==> src/rtl/stb_dbus_arbiter.sv <==
// Arbitrates the single data-cache port between LSU loads and store-buffer drain writes.
// Loads win by default; stores win on STB full, load alias, starvation limit or flush.
module stb_dbus_arbiter #(
  parameter int unsigned ADDR_W     = 32,
  parameter int unsigned DATA_W     = 32,
  parameter int unsigned STARVE_MAX = 4
) (
  input  logic                clk,
  input  logic                rst,
  input  logic                lsu2arb_ld_req,
  input  logic [ADDR_W-1:0]   lsu2arb_ld_addr,
  output logic                arb2lsu_ld_ack,
  output logic [DATA_W-1:0]   arb2lsu_ld_rdata,
  input  logic                stb2arb_req,
  input  logic [ADDR_W-1:0]   stb2arb_addr,
  input  logic [DATA_W-1:0]   stb2arb_wdata,
  input  logic [DATA_W/8-1:0] stb2arb_sel,
  input  logic                stb2arb_full,
  input  logic                stb2arb_ld_hazard,
  output logic                arb2stb_ack,
  input  logic                flush_req,
  output logic                flush_done,
  output logic                arb2cache_req,
  output logic                arb2cache_w_en,
  output logic [ADDR_W-1:0]   arb2cache_addr,
  output logic [DATA_W-1:0]   arb2cache_wdata,
  output logic [DATA_W/8-1:0] arb2cache_sel,
  input  logic                cache2arb_ack,
  input  logic [DATA_W-1:0]   cache2arb_rdata
);

  localparam int unsigned SEL_W = DATA_W / 8;
  localparam int unsigned CNT_W = $clog2(STARVE_MAX + 1);

  typedef enum logic [1:0] {
    S_IDLE    = 2'd0,
    S_LD_WAIT = 2'd1,
    S_ST_WAIT = 2'd2
  } state_t;

  state_t             r_state;
  logic [CNT_W-1:0]   r_starve_cnt;
  logic               r_req;
  logic               r_w_en;
  logic [ADDR_W-1:0]  r_addr;
  logic [DATA_W-1:0]  r_wdata;
  logic [SEL_W-1:0]   r_sel;

  logic w_idle;
  logic w_starved;
  logic w_st_prio;
  logic w_grant_st;
  logic w_grant_ld;

  // Grant decisions are only made in IDLE; loads never go out while a fence is pending.
  assign w_idle     = (r_state == S_IDLE);
  assign w_starved  = (r_starve_cnt == CNT_W'(STARVE_MAX));
  assign w_st_prio  = stb2arb_full | stb2arb_ld_hazard | flush_req | w_starved;
  assign w_grant_st = w_idle & stb2arb_req & (w_st_prio | ~lsu2arb_ld_req);
  assign w_grant_ld = w_idle & ~w_grant_st & lsu2arb_ld_req & ~flush_req;

  always_ff @(posedge clk or posedge rst) begin
    if (rst) begin
      r_state      <= S_IDLE;
      r_starve_cnt <= '0;
      r_req        <= 1'b0;
      r_w_en       <= 1'b0;
      r_addr       <= '0;
      r_wdata      <= '0;
      r_sel        <= '0;
    end else begin
      case (r_state)
        S_IDLE: begin
          if (w_grant_st) begin
            r_state      <= S_ST_WAIT;
            r_req        <= 1'b1;
            r_w_en       <= 1'b1;
            r_addr       <= stb2arb_addr;
            r_wdata      <= stb2arb_wdata;
            r_sel        <= stb2arb_sel;
            r_starve_cnt <= '0;
          end else if (w_grant_ld) begin
            r_state <= S_LD_WAIT;
            r_req   <= 1'b1;
            r_w_en  <= 1'b0;
            r_addr  <= lsu2arb_ld_addr;
            r_wdata <= '0;
            r_sel   <= '1;
            // Count loads that jump ahead of a waiting store, saturating at the limit.
            if (!stb2arb_req) begin
              r_starve_cnt <= '0;
            end else if (!w_starved) begin
              r_starve_cnt <= r_starve_cnt + CNT_W'(1);
            end
          end else if (!stb2arb_req) begin
            r_starve_cnt <= '0;
          end
        end
        S_LD_WAIT, S_ST_WAIT: begin
          if (cache2arb_ack) begin
            r_state <= S_IDLE;
            r_req   <= 1'b0;
            r_w_en  <= 1'b0;
            r_addr  <= '0;
            r_wdata <= '0;
            r_sel   <= '0;
          end
        end
        default: begin
          r_state <= S_IDLE;
          r_req   <= 1'b0;
        end
      endcase
    end
  end

  assign arb2cache_req    = r_req;
  assign arb2cache_w_en   = r_w_en;
  assign arb2cache_addr   = r_addr;
  assign arb2cache_wdata  = r_wdata;
  assign arb2cache_sel    = r_sel;

  // Owner acks follow the cache ack in the same cycle.
  assign arb2lsu_ld_ack   = (r_state == S_LD_WAIT) & cache2arb_ack;
  assign arb2stb_ack      = (r_state == S_ST_WAIT) & cache2arb_ack;
  assign arb2lsu_ld_rdata = cache2arb_rdata;
  assign flush_done       = flush_req & ~stb2arb_req & w_idle;

endmodule
==> config.mk <==
export PLATFORM = sky130hd
export DESIGN_NAME = stb_dbus_arbiter
export DESIGN_NICKNAME = d
export VERILOG_FILES = /design/src/rtl/stb_dbus_arbiter.sv
export SDC_FILE = /design/constraint.sdc
export NUM_CORES = 1
export LEC_CHECK = 0
export ABC_AREA = 0
export BUFFER_PORTS_ARGS = -buffer_cell sky130_fd_sc_hd__buf_2
export CELL_PAD_IN_SITES_DETAIL_PLACEMENT = 1
export CELL_PAD_IN_SITES_GLOBAL_PLACEMENT = 1
export CORE_ASPECT_RATIO = 0.75
export CORE_MARGIN = 10
export CORE_UTILIZATION = 32
export CTS_CLUSTER_DIAMETER = 60
export DETAILED_ROUTE_END_ITERATION = 10
export GPL_TIMING_DRIVEN = 0
export HOLD_SLACK_MARGIN = 0.12
export PLACE_DENSITY_LB_ADDON = 0.12
export SYNTH_ARGS = -nofsm -noshare
export SYNTH_HDL_FRONTEND = slang
export SYNTH_SLANG_ARGS = --single-unit
==> constraint.sdc <==
create_clock -name clk -period 4.35 [get_ports clk]
set_clock_uncertainty 0.05 [all_clocks]
set_input_delay 0.87 -clock clk [delete_from_list [all_inputs] [get_ports clk]]
set_output_delay 0.87 -clock clk [all_outputs]
set_load 0.05 [all_outputs]
* Word level (Yosys, flattened, before mapping) *
Cells that the tools add are included.
Widths: inputs -> output; s select.

storage, ports and cells
  flip-flop bits (word level) = 75
  output and inout port bits = 105
  word-level logic and storage cells = 65

operators by class
  add/sub/neg operators = 1
  equality and inequality tests = 7
  mux-type cells = 27
  bitwise gates (word level) = 17
  reductions and logical operators = 6

operator list
  kind                 count
  $mux 32              5
  $pmux 32 s2          2
  $mux 3               5
  $mux 4               3
  $and 1x1->1          9
  $pmux 4 s2           1
  $mux 2               3
  $ne 3x1->1 const B   2
  $reduce_and 3->1     2
  $mux 1               5
  $not 1->1            4
  $or 1x1->1           4
  $pmux 1 s2           2
  $pmux 2 s2           1
  $add 3x1->3 const B  1
  $eq 3x3->1 const B   1
  $ne 3x2->1 const B   1
  $eq 2x1->1 const B   1
  $eq 2x2->1 const B   1
  $logic_not 2->1      1
  $ne 2x2->1 const B   1
  $reduce_and 2->1     1
  $reduce_bool 2->1    1
  $reduce_or 2->1      1

* Depth between registers and ports, before layout *
Gate-level depths: netlist (run 1).

  depth in word-level cells = 12
  depth in mapped cells = 10

* Worst setup path after synthesis (run 1) *
Ideal clock, no wire load.

  kind = in2out
  start point = input port stb2arb_req
  end point = output port flush_done
  arrival = 1.407 ns
  required time = 3.430 ns
  setup slack = 2.023 ns
  stages = 2
  path through = nor2b_4 and2_1

between the ends
  word-level cells in the longest chain between the ends = 3

ends and longest elaborated chain
  element                   line  text
  start, declared           14    input logic stb2arb_req,
  $not 1->1                 127   assign flush_done = flush_req & ~stb2arb_req & w_idle;
  $and 1x1->1 (2 in a row)  127
  end, declared             22    output logic flush_done,

Every way passes these cells.

* Worst setup path after layout (run 1) *
  start point = register r_state[0]
  end point = output port flush_done

between the ends
  word-level cells in the longest chain between the ends = 2

ends and longest elaborated chain
  element                 line  text
  start, declared         41    state_t r_state;
  start signal, assigned  64    r_state <= S_IDLE;
  start signal, assigned  75    r_state <= S_ST_WAIT;
  start signal, assigned  83    r_state <= S_LD_WAIT;
  $logic_not 2->1         56    assign w_idle = (r_state == S_IDLE);
  net w_idle              49    logic w_idle;
  $and 1x1->1             127

The timed path passes the listed nets, and every way through them passes these cells.

==> out/results.txt, run 1 <==
Mapped Cells - 311
Die Span Y - 111 µm
Worst-Skew Late Latency - 330 ps
Sw Share - 51.5%
Row count - 33
Number of synthesis warnings - 0
Nets@finish - 681
Post-synth EDFFs - 0
Layout cells sized above 1 - 53.1%
Antenna Nets Post-Route - 0
Kind of critical path - reg -> out
Psw - 2.24 mW
Die Area - 0.0156 mm²
Register area share after synthesis - 53.3%
Most frequent cells in the layout - buf_2 (220), dfrtp_1 (75), nand2_1 (41)
Min Clock Period, post-route - 2660 ps
Reg2Reg Launch Point - r_state[0]$_DFFE_PP0P_
FF+latch count, synth - 75
Lkg Pwr - 2.79 nW
Upper clock frequency limit - 0.376 GHz
Total track usage - 15.7%
Total wire length - 12.9 mm
Outcome - completed
Initial core utilization - 32.4%
Largest net degree at the start of global routing - 61
Number of top-level pins - 245
Worst Setup SP - r_state[0]$_DFFE_PP0P_
Post-CTS setup buffers - 0
CTS root buffer - clkbuf_16
CTS resizes - 0
Final Cell Area - 0.00509 mm²
Max_slew headroom - 53.9%
Share of power burned in registers - 26.1%
Initial antenna violation count - 1
CTS tree - done
Setup crit end kind - output port
Total number of vias - 3160
Least-Margin Pin Slew - 692 ps
Synth unique cells - 30
Inserted Clock Buffers - 9
Port buffer count - 212
Vias in the first global route - 3532
Pint - 2.11 mW
Synth area leader - dfrtp_1
Crit-path max FO - 10
Syn-to-layout area delta - 44.6%
TNS Setup - 0 ps
Max-slew violation count - 0
PwrDens - 855 mW/mm²
Top_reg_cell synth - dfrtp_1
Avg WL per Cell - 18.9 µm
Max rail drop VDD - 0.315 mV
Period utilization - 61.1%
1st-iter DRT viols - 66
Top post-synthesis cells by area - dfrtp_1 (53%), mux2i_1 (9.1%), a22o_1 (8.0%)
Hold buffers post-CTS - 0
Post-synth top area share - 53.3%
Synthesized net count - 457
Hold Path Class - in -> async
CP Launch Type - flip-flop
Clock sinks - 75
Cell Area, Placed - 0.00479 mm²
Reg clk slew, reported paths - 60 ps
Diodes inserted - 0
Clock Power Share - 17.5%
Via density - 4.65
Combinational Power Share - 56.5%
Total gr overflow - 0
Drt pass-1 iters - 4
First-pass GRT wire length - 19.7 mm
Unrepaired setup endpoints after global routing - no
GP Congestion - 0.756
Mean Syn Cell Area - 11.3 µm²
Max clock buf depth - 2
WP data required - 3430 ps
Mapped cell area - 0.00352 mm²
CORE AREA - 0.0109 mm²
Fin. Hold Viols - 0
Detailed placement HPWL - 10.5 mm
# setup viols final - 0
Most common cell after layout, fill and taps aside - buf_2
DRC viols - 0
Max-cap violations - 0
Async set or reset register ratio after synthesis - 100%
DIE WIDTH - 141 µm
H-tree depth - 3
CP arrival - 1740 ps
[cell families after synthesis]
family / share of synthesized area [%]
muxes: 9.42
and+or+nand+nor: 7.36
AOI/OAI and AO/OA: 16.9
buffers and inverters: 10.8
adders and majority gates: 2.13
DFF: 53.3
[power by group through the flow]
stage	clock [mW]	sequential, mW	combinational, mW
after floorplan	0	2.11	0.861
final	0.761	1.13	2.46
after detailed placement	0	1.15	2.51
after global routing	0.810	1.17	2.63
after CTS	0.781	1.14	2.51
after global placement	0	1.13	2.47
[area by class of cell]
class | count | area, µm²
buffer | 51 | 359
clock buffer | 11 | 243
clock inverter | 5 | 61.3
fill | 1275 | 5770
inverter | 6 | 25.0
multi-input combinational | 179 | 1260
sequential | 75 | 1880
tap | 140 | 175
timing repair buffer | 213 | 1090
[worst max-delay path: stages (launching register included)]
cell and delay [ps]:
dfrtp_1 410, inv_1 100, ha_1 170, buf_6 140, nor2b_4 190, and2_1 130
buf_2 260
[flip-flops by register name, indices dropped and copies added (netlist names)]
signal           count
arb2cache_addr      32
arb2cache_req        1
arb2cache_sel        4
r_starve_cnt         3
arb2cache_w_en       1
arb2cache_wdata     32
r_state              2
[per-stage QoR]
step / total power [mW] / worst slack, ps / hold WS [ps] / cells / utilization, %
floorplan: 2.97 / 1520 / 424 / 311 / -
global placement: 3.59 / 478 / 408 / 663 / 43.8
detailed placement: 3.65 / 1640 / 411 / 664 / 44.1
CTS: 4.43 / 1650 / 407 / 680 / 46.9
global route: 4.61 / 1590 / 413 / 680 / 46.9
finish: 4.35 / 1690 / 414 / 680 / 46.9
[cell usage after synthesis (2+ instances only)]
master / number
ha_1: 6
mux2i_1: 32
buf_6: 5
inv_1: 6
nor2b_1: 2
a211o_1: 2
clkbuf_1: 6
nand3_1: 2
o21ai_2: 10
and2_1: 3
nor2_1: 6
a21o_1: 2
o22ai_1: 2
a21oi_1: 2
buf_4: 32
buf_2: 8
o21ai_1: 27
dfrtp_1: 75
nand2_1: 41
a22o_1: 32
[layer usage]
layer / vias up / track usage [%] / share of wire (%)
met4: 0 / 2.95 / 0.84
met3: 13 / 7.28 / 9.1
met2: 141 / 25.8 / 48
li1: 1506 / - / -
met1: 1500 / 18.5 / 42
met5: - / 0 / 0
[final timing paths]
kind / endpoint / slack [ps] / cells after the start
max: flush_done / 1690 / 6
min: arb2cache_wdata[26]$_DFFE_PP0P_ / 410 / 2
max reg2reg: arb2cache_addr[23]$_DFFE_PP0P_ / 1850 / 9
min reg2reg: arb2cache_addr[21]$_DFFE_PP0P_ / 420 / 2
max in group asynchronous: arb2cache_req$_DFFE_PP0P_ / 3270 / 3
min in group clk: arb2cache_addr[21]$_DFFE_PP0P_ / 420 / 2
Power figures use the tool's default switching activity.
==> run 2: changes to the inputs <==
--- a/config.mk
+++ b/config.mk
@@ -11,7 +11,7 @@
 export CELL_PAD_IN_SITES_GLOBAL_PLACEMENT = 1
 export CORE_ASPECT_RATIO = 0.75
 export CORE_MARGIN = 10
-export CORE_UTILIZATION = 32
+export CORE_UTILIZATION = 27
 export CTS_CLUSTER_DIAMETER = 60
 export DETAILED_ROUTE_END_ITERATION = 10
 export GPL_TIMING_DRIVEN = 0
==> constraint.sdc (replaced) <==
create_clock -name clk -period 2.15 [get_ports clk]
set_clock_uncertainty 0.05 [all_clocks]
set_input_delay 0.43 -clock clk [delete_from_list [all_inputs] [get_ports clk]]
set_output_delay 0.43 -clock clk [all_outputs]
set_load 0.05 [all_outputs]
==> out/results.txt, run 2 (same netlist as run 1, synthesis figures left out) <==
Worst hold slack - 259 ps (was 414 ps)
Cell Area, Placed - 0.00484 mm² (was 0.00479 mm²)
Worst hold path startpoint - stb2arb_wdata[9]
DR top layer - met4 (unchanged)
TNS Setup - 0 ps (unchanged)
Fin. Hold Viols - 0 (unchanged)
H-tree depth - 3 (unchanged)
CTS tree - done (unchanged)
Multi-input logic area - 0.00132 mm² (was 0.00126 mm²)
Nets@finish - 688 (was 681)
Final Cell Area - 0.00529 mm² (was 0.00509 mm²)
Setup crit end kind - flip-flop (was output port)
CORE AREA - 0.0129 mm² (was 0.0109 mm²)
Syn-to-layout area delta - 50.4% (was 44.6%)
Diodes inserted - 0 (unchanged)
Reg clk slew, reported paths - 60 ps (about the same)
Port buffer count - 212 (unchanged)
Max-slew violation count - 0 (unchanged)
Least-Margin Pin Slew - 465 ps (was 692 ps)
Hold path endpoint - arb2cache_wdata[9]$_DFFE_PP0P_
Max clock buf depth - 2 (unchanged)
Reg2Reg Launch Point - r_state[0]$_DFFE_PP0P_ (unchanged)
Avg WL per Cell - 17.8 µm (was 18.9 µm)
Worst-Skew Late Latency - 330 ps (about the same)
Detailed placement HPWL - 10.3 mm (was 10.5 mm)
Fill cells - 1513 (was 1275)
Vias in the first global route - 3449 (was 3532)
CP arrival - 2280 ps (was 1740 ps)
FF-to-FF setup slack - 80 ps (was 1850 ps)
Row count - 36 (was 33)
Worst reg2reg path depth - 9 (unchanged)
Kind of critical path - reg -> reg (was reg -> out)
Hold depth - 2
DRC viols - 0 (unchanged)
Hold Path Class - in -> reg (was in -> async)
Min Clock Period, post-route - 2070 ps
GP Congestion - 0.738 (was 0.756)
Antenna Nets Post-Route - 0 (unchanged)
First-pass GRT wire length - 19.7 mm (about the same)
CP Launch Type - flip-flop (unchanged)
PwrDens - 1710 mW/mm² (was 855 mW/mm²)
Inserted Clock Buffers - 9 (unchanged)
Max_slew headroom - 69.0% (was 53.9%)
WP data required - 2360 ps (was 3430 ps)
Largest net degree at the start of global routing - 36 (was 61)
M1 wire length - 5.47 mm (was 5.43 mm)
1st-iter DRT viols - 69 (was 66)
Die Area - 0.0180 mm² (was 0.0156 mm²)
Met3 WL - 738 µm (was 1.17 mm)
Lkg Pwr - 2.85 nW (was 2.79 nW)
# setup viols final - 0 (unchanged)
Crit-path max FO - 10 (unchanged)
Via density - 4.42 (was 4.65)
DIE WIDTH - 152 µm (was 141 µm)
Number of top-level pins - 245 (unchanged)
Die Span Y - 119 µm (was 111 µm)
Period utilization - 96.2%
Most common cell after layout, fill and taps aside - buf_2 (unchanged)
CTS root buffer - clkbuf_16 (unchanged)
Unrepaired setup endpoints after global routing - no (unchanged)
Layout cells sized above 1 - 56.3% (was 53.1%)
Total number of vias - 3173 (was 3160)
Clock sinks - 75 (unchanged)
Max-cap violations - 0 (unchanged)
Initial antenna violation count - 0 (was 1)
FF/Latch Area - 0.00188 mm² (unchanged)
Total wire length - 12.8 mm (was 12.9 mm)
Met2 WL - 6.43 mm (was 6.15 mm)
Initial core utilization - 27.3% (was 32.4%)
Power Total - 9.07 mW (was 4.35 mW)
Drt pass-1 iters - 4 (unchanged)
Total track usage - 13.5% (was 15.7%)
Most frequent cells in the layout - buf_2 (215), dfrtp_1 (75), nand2_1 (41) (was buf_2 (220), dfrtp_1 (75), nand2_1 (41))
Max rail drop VDD - 0.589 mV (was 0.315 mV)
Outcome - completed (unchanged)
Reg2reg end - arb2cache_addr[29]$_DFFE_PP0P_ (was arb2cache_addr[23]$_DFFE_PP0P_)
Total gr overflow - 0 (unchanged)
Upper clock frequency limit - 0.483 GHz
-- run 2: cell count changes in the layout (fill, tap and decap cells not counted), moves of 3 or more --
cell	before	now
clkbuf_1	7	3
buf_4	32	39
o21ai_1	27	24
clkinvlp_4	0	3
buf_12	0	3
buf_2	220	215
o21ai_2	10	13
-- run 2: stage by stage --
stage          util (%)  std cells  worst slack (ps)
5_1_grt            41.1        718              3.62
3_3_place_gp       37.2        694              -372
2_1_floorplan         -        311               115
4_1_cts            40.5        714              1.67
3_5_place_dp       37.6        696              -454
6_report           41.1        718              81.0
-- run 2: worst max-delay path, cell delays in order, from the launching register on --
cell	delay, ps
dfrtp_1	410
inv_2	90
ha_4	220
nor2b_4	150
a211o_1	280
buf_6	140
or2_4	230
buf_6	140
buf_6	140
o21ai_1	140
-- run 2: power by group --
group	total (mW)	switching (mW)	internal, mW
logic	5.22	3.70	1.52
clock network	1.56	0.618	0.940
registers	2.29	0.289	2.00
-- run 2: timing repair --
action | 4_1_cts | 5_1_grt
gates cloned | 0 | 1
hold buffers | 1 | 0
setup endpoints to repair | 70 | 56
resized for setup | 14 | 15
buffers inserted | 1 | 3
endpoints found under the hold margin | 11 | 0
pin swaps | 0 | 1
-- run 2: how the worst max path moves through the flow --
stage                                 from                             end  slack, ps  depth (start not counted)
global route        r_state[1]$_DFFE_PP0P_  arb2cache_addr[22]$_DFFE_PP0P_          4                         10
finish              r_state[0]$_DFFE_PP0P_  arb2cache_addr[29]$_DFFE_PP0P_         80                          9
detailed placement  r_state[0]$_DFFE_PP0P_  arb2cache_addr[20]$_DFFE_PP0P_       -450                          9
global placement    r_state[0]$_DFFE_PP0P_  arb2cache_addr[16]$_DFFE_PP0P_       -370                          9
CTS                 r_state[1]$_DFFE_PP0P_  arb2cache_addr[24]$_DFFE_PP0P_          2                          9
floorplan           r_state[0]$_DFFE_PP0P_  arb2cache_addr[17]$_DFFE_PP0P_        110                          9
-- run 2: cell type report --
class / count / area share [%]
plain buffers: 51 / 7.38
clock buffers: 10 / 4.52
clock inverters: 6 / 1.35
inverters: 6 / 0.496
multi-input cells: 179 / 25.0
flip-flops and latches: 75 / 35.5
well taps: 171 / 4.04
repair buffers: 220 / 21.8
-- run 2: metal layers --
| metal | track usage (%) | up-vias |
|---|---|---|
| met5 | 0 | - |
| met4 | 3.78 | 0 |
| met3 | 4.49 | 11 |
| met2 | 23.0 | 119 |
| met1 | 16.0 | 1517 |
| li1 | - | 1526 |
